## config.mk

```make
export PLATFORM = sky130hd
export DESIGN_NAME = if_id_redirect_unit
export DESIGN_NICKNAME = d
export VERILOG_FILES = /design/src/rtl/if_id_redirect_unit.sv
export SDC_FILE = /design/constraint.sdc
export NUM_CORES = 1
export LEC_CHECK = 0
export CAP_MARGIN = 40
export CORE_ASPECT_RATIO = 1.75
export CORE_UTILIZATION = 39
export DETAILED_ROUTE_END_ITERATION = 12
export GPL_TIMING_DRIVEN = 0
export PLACE_DENSITY = 0.8
export SETUP_SLACK_MARGIN = 0.4
export SYNTH_ARGS = -nofsm -noshare
export SYNTH_HDL_FRONTEND = slang
export SYNTH_SLANG_ARGS = --single-unit
```

## constraint.sdc

```tcl
create_clock -name Clk -period 8.5 [get_ports Clk]
set_input_delay 1.275 -clock Clk [delete_from_list [all_inputs] [get_ports Clk]]
set_output_delay 1.275 -clock Clk [all_outputs]
set_load 0.005 [all_outputs]
```

## src/rtl/if_id_redirect_unit.sv

```systemverilog
// IF/ID register plus ID-stage branch/jump resolution; redirect controls are combinational, IF/ID updates each edge.
// iStall holds PC and IF/ID and masks redirects; REDIRECT_STATS_EN adds a saturating redirect counter.
module if_id_redirect_unit #(
   parameter logic [31:0] NOP_WORD      = 32'h0000_0000,
   parameter logic [31:0] RESET_PCPLUS4 = 32'h0000_0000
) (
   input  logic        Clk,
   input  logic        Reset,
   input  logic [31:0] iPCPlus4,
   input  logic [31:0] iInstruction,
   input  logic [31:0] iRsData,
   input  logic [31:0] iRtData,
   input  logic        iStall,
   output logic        oPCWrite,
   output logic        oPCSrc,
   output logic        oPCMux,
   output logic [31:0] oPCSumImm,
   output logic [31:0] oReadReg1,
   output logic [31:0] oIFIDPCPlus4,
   output logic [31:0] oIFIDInstruction,
   output logic        oState
`ifdef REDIRECT_STATS_EN
  ,output logic [15:0] oRedirectCount
`endif
);

   localparam logic [0:0] RUN    = 1'b0;
   localparam logic [0:0] SQUASH = 1'b1;

   localparam logic [5:0] OP_SPECIAL = 6'b000000;
   localparam logic [5:0] OP_J       = 6'b000010;
   localparam logic [5:0] OP_JAL     = 6'b000011;
   localparam logic [5:0] OP_BEQ     = 6'b000100;
   localparam logic [5:0] OP_BNE     = 6'b000101;
   localparam logic [5:0] FUNCT_JR   = 6'b001000;

   typedef struct packed {
      logic [31:0] pcPlus4;
      logic [31:0] instruction;
   } ifIdReg_t;

   ifIdReg_t   ifId;
   logic [0:0] state;

   logic [5:0]  op;
   logic [5:0]  funct;
   logic [15:0] imm;
   logic        regsEqual;
   logic        isBranchTaken;
   logic        isJump;
   logic        isJr;
   logic        canRedirect;
   logic        takeSum;
   logic        takeReg;
   logic        redirect;
   logic [31:0] branchTarget;
   logic [31:0] jumpTarget;

   assign op    = ifId.instruction[31:26];
   assign funct = ifId.instruction[5:0];
   assign imm   = ifId.instruction[15:0];

   assign regsEqual     = (iRsData == iRtData);
   assign isBranchTaken = ((op == OP_BEQ) && regsEqual) || ((op == OP_BNE) && !regsEqual);
   assign isJump        = (op == OP_J) || (op == OP_JAL);
   assign isJr          = (op == OP_SPECIAL) && (funct == FUNCT_JR);

   assign branchTarget = ifId.pcPlus4 + {{14{imm[15]}}, imm, 2'b00};
   assign jumpTarget   = {ifId.pcPlus4[31:28], ifId.instruction[25:0], 2'b00};

   // The bubble held during SQUASH must never redirect, whatever NOP_WORD decodes to.
   assign canRedirect = (state == RUN) && !Reset;
   assign takeSum     = canRedirect && (isBranchTaken || isJump);
   assign takeReg     = canRedirect && isJr;
   assign redirect    = (takeSum || takeReg) && !iStall;

   assign oPCWrite  = Reset || !iStall;
   assign oPCSrc    = takeSum && !iStall;
   assign oPCMux    = takeReg && !iStall;
   assign oPCSumImm = !takeSum ? 32'h0000_0000 : (isJump ? jumpTarget : branchTarget);
   assign oReadReg1 = iRsData;

   assign oIFIDPCPlus4     = ifId.pcPlus4;
   assign oIFIDInstruction = ifId.instruction;
   assign oState           = state;

   always_ff @(posedge Clk) begin
      if (Reset) begin
         ifId  <= '{pcPlus4: RESET_PCPLUS4, instruction: NOP_WORD};
         state <= RUN;
      end else if (iStall) begin
         ifId  <= ifId;
         state <= state;
      end else if (redirect) begin
         ifId  <= '{pcPlus4: iPCPlus4, instruction: NOP_WORD};
         state <= SQUASH;
      end else begin
         ifId  <= '{pcPlus4: iPCPlus4, instruction: iInstruction};
         state <= RUN;
      end
   end

`ifdef REDIRECT_STATS_EN
   always_ff @(posedge Clk) begin
      if (Reset) begin
         oRedirectCount <= 16'h0000;
      end else if (redirect && (oRedirectCount != 16'hFFFF)) begin
         oRedirectCount <= oRedirectCount + 16'h0001;
      end
   end
`endif

endmodule
```

Word level (Yosys, flattened, before mapping)
Cells that the tools add are included.
Word-level totals
  logic and storage cells: 33
  input port bits: 131
  flip-flop bits (word level): 65
Operators by class
  multiplexer cells: 4
  add/subtract/negate cells: 1
  eq/ne operators: 6
  bitwise logic cells: 1
  reductions and logical operators: 18
Operators with widths (number)
  32-bit two-way mux: 3
  32-bit adder: 1
  32-bit equality test: 1
  6-bit by 2-bit equality test with 1-bit output (second input constant): 2
  6-bit by 3-bit equality test with 1-bit output (second input constant): 2
  1-bit logical AND: 9
  6-bit by 4-bit equality test with 1-bit output (second input constant): 1
  6-bit logical NOT: 1
  1-bit logical OR: 5
  1-bit logical NOT: 3
  1-bit two-way mux: 1
  1-bit inverter: 1

Longest topological paths before layout
Gate-level depths: netlist of run 1.
  depth in word-level cells: 9
  mapped depth: 10

Worst setup path before layout of run 1
Ideal clock, no wire load.
  path type: input-to-output
  start: in iRtData[3]
  end: out oPCSumImm[0]
  setup slack: 4.447 ns
  path buffers: 1
  arrival: 2.778 ns
  cell stages on the path: 9
  path through: xnor2_1 -> nand4_1 -> nor4_1 -> nand2_1 -> xor2_1 -> o21ai_0 -> nand2_1 -> buf_6 -> nor3b_1
On the way
  word-level cells in the longest chain between the ends: 7
Ends and longest elaborated chain
  start, declared: line 12  | input logic [31:0] iRtData,
  32-bit equality test *: line 63  | assign regsEqual = (iRsData == iRtData);
  1-bit logical NOT: line 64  | assign isBranchTaken = ((op == OP_BEQ) && regsEqual) || ((op == OP_BNE) && !regsEqual);
  1-bit logical AND: line 64
  1-bit logical OR *: line 64
  1-bit logical OR *: line 73  | assign takeSum = canRedirect && (isBranchTaken || isJump);
  1-bit logical AND *: line 73
  32-bit two-way mux *: line 80  | assign oPCSumImm = !takeSum ? 32'h0000_0000 : (isJump ? jumpTarget : branchTarget);
  end, declared: line 17  | output logic [31:0] oPCSumImm,
Every way passes the cells marked *; elsewhere a longest branch is shown, timed or not.

Worst setup path after layout of run 1
  start: in iRsData[8]
  end: out oPCSumImm[12]
On the way
  word-level cells in the longest chain between the ends: 7
Ends and longest elaborated chain
  start, declared: line 11  | input logic [31:0] iRsData,
  32-bit equality test *: line 63
  1-bit logical NOT: line 64
  1-bit logical AND: line 64
  1-bit logical OR *: line 64
  1-bit logical OR *: line 73
  1-bit logical AND *: line 73
  32-bit two-way mux *: line 80
Marks and branches as above.

==> results.py, run 1 <==
metrics = {
    "final_layout": {
        "synthToLayoutAreaGrowth_pct": 63.25,
        "num_antenna_cells": 0,
        "seqCellArea_um2": 1301,
        "fill_cells": 1099,
        "fin_nets": 1043,
        "fin_util_pct": 65.46,
        "postLayoutCellArea_um2": 8138,
        "fin_cells": 1055,
        "drive_gt1_share_pct": 8.117,
        "multi_input_area_um2": 3269,
    },
    "min_path": {
        "whs_path_depth": 2,
        "hp-class": "register to register",
    },
    "route": {
        "dr.pass1.iters": 4,
        "drc": 0,
        "wl_mm": 19.44,
        "final_antenna_net_count": 0,
        "first_iter_violations": 256,
        "via_per_inst": 5.379,
        "vias": 5675,
        "avgRoutedWirePerCell_um": 18.43,
    },
    "floorplan": {
        "core_um2": 12430,
        "dieArea_um2": 13260,
        "die_x_um": 87.46,
        "start_util_pct": 40.10,
        "io_pins": 263,
        "rows": 54,
        "die_h_um": 151.6,
    },
    "placement": {
        "place_area_um2": 7809,
        "place_inst": 1039,
        "gp_congestion": 0.9817,
        "io_buffer_count": 260,
        "dp_hpwl_mm": 15.68,
    },
    "sta": {
        "fin_tns_setup_ns": 0,
        "worst_slew_margin_rel_pct": 46.49,
        "rsz0062_at_grt": "no",
        "fin_crit_sh_pct": 68.61,
        "setup_viol": 0,
        "finalClockSkew_ns": 0.005093,
        "period_needed_ns": 5.832,
        "fmax_ghz": 0.1715,
        "hold_violations": 0,
        "worstMarginPinSlew_ns": 0.8016,
        "final-max-slew-violation-count": 0,
    },
    "global_route": {
        "grt_usage_pct": 29.63,
        "grt_busiest_layer": "met2",
        "grt_first_pass_wirelength_mm": 29.60,
        "grt_pass1_vias": 5717,
        "grt_max_degree": 19,
        "antenna_found_initial": 0,
        "met3_usage_pct": 5.959,
        "met1_usage_pct": 30.80,
        "met2_usage_pct": 56.76,
        "grt_overflow_total": 0,
    },
    "cts": {
        "clock_sinks": 65,
        "hold_buffers": 0,
        "h-tree-depth": 3,
        "post_cts_buffers": 0,
        "numCtsBuffers": 9,
        "clk_latency_ns": 0.33,
        "clk_pin_slew_worst_paths_ns": 0.06,
        "cts_root_buffer": "clkbuf_16",
        "cts_max_path_buffers": 2,
        "cts_tree": "yes",
        "ctsResizeCount": 0,
    },
    "yosys": {
        "synth.distinct_cells": 59,
        "synth-compound-area-share_pct": 22.97,
        "yosysMostFrequentCell": "nor2_1",
        "ys_seq_area_share_pct": 26.10,
        "ys.flop_type": "dfxtp_1",
        "synthAdderAreaFrac_pct": 7.681,
        "synth.area.top_cells": "dfxtp_1 26%, mux2i_1 7.8%, xnor2_1 7.4%",
        "synth_top_family_by_area": "compound AO/OA/AOI/OAI gates",
        "netlist_instances": 610,
        "synth_top_cell_by_area": "dfxtp_1",
        "yosys-top-cells-count": "75 x nor2_1, 65 x dfxtp_1, 47 x a21oi_1, 42 x xnor2_1, 41 x nand2_1",
        "async_flop_share_pct": 0,
        "yosys-mux-area-fraction_pct": 7.831,
        "syn_area_per_cell_um2": 8.172,
        "synth_xor_area_share_pct": 8.434,
        "synth_area_um2": 4985,
        "synth_edf_count": 0,
        "synth-simple-area-share_pct": 18.67,
        "ys_ff_latch": 65,
        "yosysWarnings": 0,
        "synth_top_cell_area_share_pct": 26.10,
        "synth_fp_nets": 771,
    },
    "setup_path": {
        "cp_data_arrival_time_ns": 4.56,
        "rr_worst_depth": 7,
        "slowest_stage": "clkdlybuf4s50_1",
        "critPathMaxStageDelay_ns": 0.56,
        "crit_family": "buffers and inverters",
        "critPathKind": "input port to primary output",
        "path_cells": "clkdlybuf4s50_1 > xnor2_1 > nand4_1 > nor4_1 > nand2_1 > xor2_1 > o21ai_0 > nand2_1 > clkbuf_1 > a21oi_1 > clkdlybuf4s50_1",
        "endpoint_kind": "primary output",
        "critPathRequiredTime_ns": 7.22,
        "cp_max_fo": 10,
        "cp_num_cells": 11,
        "cp.buffers_inverters": 3,
        "critPathLaunchType": "input port",
    },
    "pwr": {
        "p_per_area_nw_per_um2": 132.3,
        "max-vdd-ir-drop_uv": 106.4,
        "power_leakage_nw": 3.295,
        "power.total_mw": 1.077,
    },
    "status": {
        "status": "completed",
    },
    "job": {
        "cap_violations": 0,
    },
}
==> through the flow <==
stage | hold slack [ns] | setup WS [ns]
finish | 0.4984 | 2.668
global placement | 0.4763 | 2.712
CTS | 0.4943 | 2.669
global route | 0.5353 | 2.452
floorplan | 0.4868 | 4.447
detailed placement | 0.4809 | 2.714
==> layer usage <==
| layer | wire length (um) | vias up |
|---|---|---|
| met5 | 0 | - |
| met4 | 591 | 0 |
| met3 | 1308 | 47 |
| met2 | 10530 | 259 |
| met1 | 7012 | 2633 |
| li1 | - | 2736 |
==> registers in the layout (all words and copies together) (netlist names) <==
signal,flops
oIFIDInstruction,32
oIFIDPCPlus4,32
oState,1
==> final timing paths <==
path,start,endpoint,slack (ns)
max,iRsData[8],oPCSumImm[12],2.67
min,oState,oState,0.50
max reg2reg,oIFIDInstruction[3],oIFIDInstruction[15],6.19
min reg2reg,oState,oState,0.50
==> cell usage in the layout (no fill, tap or decap), drive strengths merged, types with 3 or more instances in the layout <==
| cell | count |
|---|---|
| o211ai | 4 |
| a21oi | 48 |
| nor4 | 4 |
| nor2 | 76 |
| xor2 | 6 |
| clkbuf | 35 |
| nand3 | 18 |
| nand4 | 13 |
| a22o | 32 |
| nand2 | 41 |
| mux2i | 39 |
| nor3 | 6 |
| ha | 29 |
| a21o | 10 |
| nand2b | 6 |
| o21bai | 3 |
| xnor2 | 42 |
| o21a | 6 |
| inv | 7 |
| and2 | 3 |
| dfxtp | 65 |
| and3 | 6 |
| or2 | 3 |
| a2111oi | 5 |
| buf | 42 |
| clkdlybuf4s50 | 260 |
| a211oi | 13 |
| o21ai | 21 |
| nor3b | 4 |
| or3 | 7 |
==> worst min-delay path: cells and delay by family, from the launching register on <==
family | cells | cell delay [ns]
DFF | 1 | 0.35
AOI/OAI and AO/OA | 2 | 0.12
==> report_power, final <==
group | internal, mW | switching (mW) | leakage [nW]
logic | 0.182 | 0.136 | 2.60
clock network | 0.266 | 0.147 | 0.159
registers | 0.324 | 0.0231 | 0.536
==> cells by family after synthesis <==
logic type      after synthesis
simple gates                196
compound gates              160
buf+inv                      72
flops                        65
xor+xnor                     48
mux                          39
fa+ha+maj                    30
==> layout make-up <==
| class | count | area share, % |
|---|---|---|
| Timing Repair Buffer | 261 | 32.12 |
| Tap cell | 168 | 2.583 |
| Clock buffer | 10 | 2.937 |
| Clock inverter | 6 | 1.107 |
| Buffer | 66 | 4.812 |
| Inverter | 6 | 0.2768 |
| Sequential cell | 65 | 15.99 |
| Multi-Input combinational cell | 473 | 40.18 |
(Power assumes the default switching activity.)
==> run 2, diff against run 1 <==
CORE_UTILIZATION = 37   (was 39)
PLACE_DENSITY = 0.79   (was 0.8)
clock period = 5.3 ns   (was 8.5 ns; I/O delays follow)
==> run 2 against run 1 <==
Effect of this change: wire length grew 5.2%; design area about the same; global-route usage fell by 0.41 points; flip-flop and latch count stayed put; clock skew grew 0.0031 ns; cell count grew 0.28%; register-to-register slack lost 3.4 ns; via count up 1.9%; sequential share of layout area hardly changed; non-clock buffer count unchanged; die area up 5.3%.
==> results.py, run 2 (synthesized netlist as in run 1, its figures left out) <==
metrics = {
    "status": {
        "status": "completed",
    },
    "final_layout": {
        "final_cell_mix": "260 x clkdlybuf4s50_1, 75 x nor2_1, 64 x dfxtp_1",
        "drive_gt1_share_pct": 8.568,
        "fin_nets": 1043,
        "seqCellArea_um2": 1303,
        "multi_input_area_um2": 3288,
        "fill_cells": 1138,
        "fin_cells": 1058,
        "final_common_cell": "clkdlybuf4s50_1",
        "num_antenna_cells": 0,
        "synthToLayoutAreaGrowth_pct": 63.23,
    },
    "sta": {
        "hold_violations": 0,
        "worstMarginPinSlew_ns": 0.8064,
        "timing.hold.ws_ns": 0.5144,
        "finalClockSkew_ns": 0.008183,
        "fin_crit_sh_pct": 89.63,
        "fmax_ghz": 0.2105,
        "rsz0062_at_grt": "no",
        "fin_tns_setup_ns": 0,
        "period_needed_ns": 4.751,
        "setup_viol": 0,
        "final-max-slew-violation-count": 0,
        "worst_slew_margin_rel_pct": 46.24,
    },
    "route": {
        "first_iter_violations": 279,
        "wl_mm": 20.45,
        "avgRoutedWirePerCell_um": 19.33,
        "final_antenna_net_count": 0,
        "via_per_inst": 5.464,
        "drc": 0,
        "vias": 5781,
        "dr.pass1.iters": 5,
    },
    "global_route": {
        "grt_max_degree": 19,
        "grt_usage_pct": 29.22,
        "grt_pass1_vias": 5844,
        "antenna_found_initial": 0,
        "grt_overflow_total": 0,
        "grt_first_pass_wirelength_mm": 31.06,
    },
    "floorplan": {
        "core_um2": 13010,
        "io_pins": 263,
        "die_x_um": 89.74,
        "rows": 55,
        "die_h_um": 155.5,
        "dieArea_um2": 13960,
        "start_util_pct": 38.33,
    },
    "min_path": {
        "whs_path_depth": 1,
        "hp-class": "register to register",
    },
    "cts": {
        "clk_latency_ns": 0.34,
        "cts_max_path_buffers": 2,
        "h-tree-depth": 3,
        "clock_sinks": 65,
        "cts_tree": "yes",
        "clk_pin_slew_worst_paths_ns": 0.06,
        "hold_buffers": 0,
        "cts_root_buffer": "clkbuf_16",
        "numCtsBuffers": 9,
    },
    "placement": {
        "dp_hpwl_mm": 16.44,
        "gp_congestion": 0.9383,
        "place_inst": 1042,
        "io_buffer_count": 260,
    },
    "setup_path": {
        "slowest_stage": "clkdlybuf4s50_1",
        "path_cells": "clkdlybuf4s50_1 > xnor2_1 > nand4_1 > nor4_1 > nand2_1 > xor2_1 > o21ai_0 > nand2_1 > clkbuf_1 > a21oi_1 > clkdlybuf4s50_1",
        "cp_max_fo": 10,
        "critPathKind": "input port to primary output",
        "critPathRequiredTime_ns": 4.51,
        "critPathLaunchType": "input port",
        "endpoint_kind": "primary output",
        "cp_data_arrival_time_ns": 3.96,
        "rr_worst_depth": 7,
        "critPathMaxStageDelay_ns": 0.58,
    },
    "job": {
        "cap_violations": 0,
    },
    "pwr": {
        "p_per_area_nw_per_um2": 207.6,
        "power_leakage_nw": 3.289,
        "max-vdd-ir-drop_uv": 172.3,
    },
}
==> run 2: what timing repair did <==
item / CTS / global route
setup endpoints to repair: 4 / 23
buffers inserted: 0 / 0
gates resized for setup: 2 / 2
==> run 2: metal layers <==
metal	GRT usage, %	part of all wire [%]
met1	27.14	32
met4	16.47	4.9
met2	58.64	56
met5	0	0
met3	5.361	7.2
==> run 2: path summary, 6_finish.rpt <==
check                                          start                    to  slack [ns]
worst max-delay path                     iRsData[27]          oPCSumImm[3]        0.55
worst max register to register  oIFIDInstruction[26]  oIFIDInstruction[26]        2.83
worst min-delay path            oIFIDInstruction[29]  oIFIDInstruction[29]        0.51
worst min register to register  oIFIDInstruction[29]  oIFIDInstruction[29]        0.51
==> run 2: worst max-delay path, delay by kind of cell <==
| family | cells | cell delay [ns] |
|---|---|---|
| compound gates | 2 | 0.49 |
| xor+xnor | 2 | 0.30 |
| buf+inv | 3 | 1.54 |
| simple gates | 4 | 0.82 |
==> run 2: per-stage QoR <==
step / utilization (%) / setup slack (ns) / total power, mW / area [um^2]
after floorplan: - / 1.819 / 0.8035 / 4985
after global placement: 59.98 / 0.2550 / 1.070 / 7801
after detailed placement: 60.10 / 0.2409 / 1.077 / 7816
after CTS: 62.45 / 0.4710 / 1.696 / 8123
after global routing: 62.56 / 0.4015 / 1.764 / 8137
final: 62.56 / 0.5495 / 1.689 / 8137
==> run 2: final cells by class <==
class	count	share of cell area (%)
Clock inverter	7	0.9227
Inverter	6	0.2768
Sequential cell	65	16.01
Tap cell	171	2.630
Multi-Input combinational cell	473	40.41
Timing Repair Buffer	261	32.17
Clock buffer	9	2.768
Buffer	66	4.813
==> run 2: power by group <==
group / internal [mW] / switching (mW) / total [mW]
registers: 0.519 / 0.0389 / 0.558
clock network: 0.368 / 0.248 / 0.616
logic: 0.292 / 0.223 / 0.515
==> run 3, diff against run 2 <==
GPL_ROUTABILITY_DRIVEN = 0   (was not set)
==> run 3 against run 2 <==
Effect of this change: clock power rose by 16%; non-clock buffer count did not move; sequential share of layout area fell by 0.093 points; critical path depth did not move; critical path type unchanged; critical endpoint is now oPCSumImm[5]; largest power group unchanged.
==> results.py, run 3 (synthesized netlist as in run 1, its figures left out) <==
metrics = {
    "status": {
        "status": "completed",
    },
    "sta": {
        "hold_violations": 0,
        "fin_crit_sh_pct": 88.74,
        "final-max-slew-violation-count": 0,
        "fin_tns_setup_ns": 0,
        "setup_viol": 0,
        "worst_slew_margin_rel_pct": 47.01,
        "period_needed_ns": 4.703,
        "rsz0062_at_grt": "no",
        "fmax_ghz": 0.2126,
        "timing.hold.ws_ns": 0.5050,
        "worstMarginPinSlew_ns": 0.7949,
        "setup_ws_ns": 0.5969,
        "finalClockSkew_ns": 0.007031,
    },
    "setup_path": {
        "critPathKind": "input port to primary output",
        "rr_worst_depth": 7,
        "cp_max_fo": 10,
        "critPathLaunchType": "input port",
        "critPathRequiredTime_ns": 4.51,
        "cp_data_arrival_time_ns": 3.91,
        "r2r_slack_ns": 2.82,
        "endpoint_kind": "primary output",
    },
    "floorplan": {
        "io_pins": 263,
        "core_um2": 13010,
        "rows": 55,
        "start_util_pct": 38.33,
        "die_x_um": 89.74,
        "dieArea_um2": 13960,
        "die_h_um": 155.5,
    },
    "route": {
        "via_per_inst": 5.443,
        "dr.pass1.iters": 5,
        "final_antenna_net_count": 0,
        "drc": 0,
        "first_iter_violations": 280,
        "vias": 5759,
        "avgRoutedWirePerCell_um": 18.98,
        "wl_mm": 20.08,
    },
    "pwr": {
        "p_per_area_nw_per_um2": 218.1,
        "max-vdd-ir-drop_uv": 181.1,
        "power_leakage_nw": 3.311,
    },
    "final_layout": {
        "final_common_cell": "clkdlybuf4s50_1",
        "synthToLayoutAreaGrowth_pct": 64.18,
        "fin_nets": 1043,
        "final_cell_mix": "260 x clkdlybuf4s50_1, 75 x nor2_1, 64 x dfxtp_1",
        "num_antenna_cells": 0,
        "fill_cells": 1142,
        "fin_cells": 1058,
        "drive_gt1_share_pct": 8.681,
    },
    "cts": {
        "cts_max_path_buffers": 2,
        "clock_sinks": 65,
        "cts_tree": "yes",
        "post_cts_buffers": 0,
        "cts_root_buffer": "clkbuf_16",
        "h-tree-depth": 3,
        "clk_pin_slew_worst_paths_ns": 0.06,
        "clk_latency_ns": 0.35,
        "numCtsBuffers": 9,
    },
    "min_path": {
        "whs_path_depth": 1,
        "hp-class": "register to register",
    },
    "global_route": {
        "grt_pass1_vias": 5797,
        "grt_overflow_total": 0,
        "grt_max_degree": 19,
        "antenna_found_initial": 0,
        "grt_first_pass_wirelength_mm": 30.18,
        "grt_usage_pct": 28.21,
    },
    "placement": {
        "place_inst": 1042,
        "io_buffer_count": 260,
        "place_ws_ns": 0.3633,
        "dp_hpwl_mm": 16.33,
    },
    "job": {
        "cap_violations": 0,
    },
}
[run 3: cell count changes in the layout (fill, tap and decap cells not counted)]
cell | before | now
inv_6 | 3 | 2
clkbuf_1 | 25 | 24
clkbuf_2 | 0 | 1
buf_8 | 1 | 0
bufinv_16 | 1 | 3
clkinv_4 | 1 | 2
buf_6 | 3 | 4
clkinv_2 | 2 | 0
[run 3: routing by layer]
layer | vias up | GRT usage (%) | routed length, um
met5 | - | 0 | 0
met4 | 0 | 14.21 | 825
met3 | 58 | 5.750 | 1393
met2 | 315 | 57.40 | 11220
met1 | 2657 | 25.85 | 6647
li1 | 2729 | - | -
[run 3: worst max-delay path, cell delays in order]
cell	delay, ns
clkdlybuf4s50_1	0.60
xnor2_1	0.16
nand4_1	0.10
nor4_1	0.31
nand2_1	0.12
xor2_1	0.16
o21ai_0	0.26
nand2_1	0.28
clkbuf_1	0.35
nor2_1	0.23
clkdlybuf4s50_1	0.53
[run 3: path summary, 6_finish.rpt]
path | to | start
worst max-delay path | oPCSumImm[5] | iRsData[27]
worst min-delay path | oIFIDInstruction[29] | oIFIDInstruction[29]
worst min register to register | oIFIDInstruction[29] | oIFIDInstruction[29]
worst max register to register | oIFIDInstruction[16] | oIFIDInstruction[26]
[run 3: final cells by class]
class,instances,area [um^2],area share [%]
Buffer,66,392.9,4.800
Clock buffer,9,225.2,2.752
Clock inverter,7,125.1,1.529
Inverter,6,22.52,0.2752
Multi-Input combinational cell,473,3288,40.18
Sequential cell,65,1303,15.92
Tap cell,171,214.0,2.614
Timing Repair Buffer,261,2614,31.94
[run 3: where the power goes]
group	switching, mW	total (mW)	internal [mW]
Combinational	0.223	0.514	0.291
Clock	0.249	0.713	0.464
Sequential	0.0385	0.558	0.519
[run 3: metrics by stage]
stage / area, um^2 / power [mW] / utilization [%]
global route: 8184 / 1.854 / 62.92
CTS: 8169 / 1.792 / 62.81
global placement: 7801 / 1.068 / 59.98
finish: 8184 / 1.785 / 62.92
floorplan: 4985 / 0.8035 / -
detailed placement: 7812 / 1.075 / 60.07
[run 3: repair_timing]
| item | 4_1_cts | 5_1_grt |
|---|---|---|
| hold endpoints to repair | 0 | 0 |
| hold buffers | 0 | 0 |
| endpoints found under the setup margin | 2 | 19 |
| resized for setup | 2 | 4 |
| gates cloned | 0 | 0 |
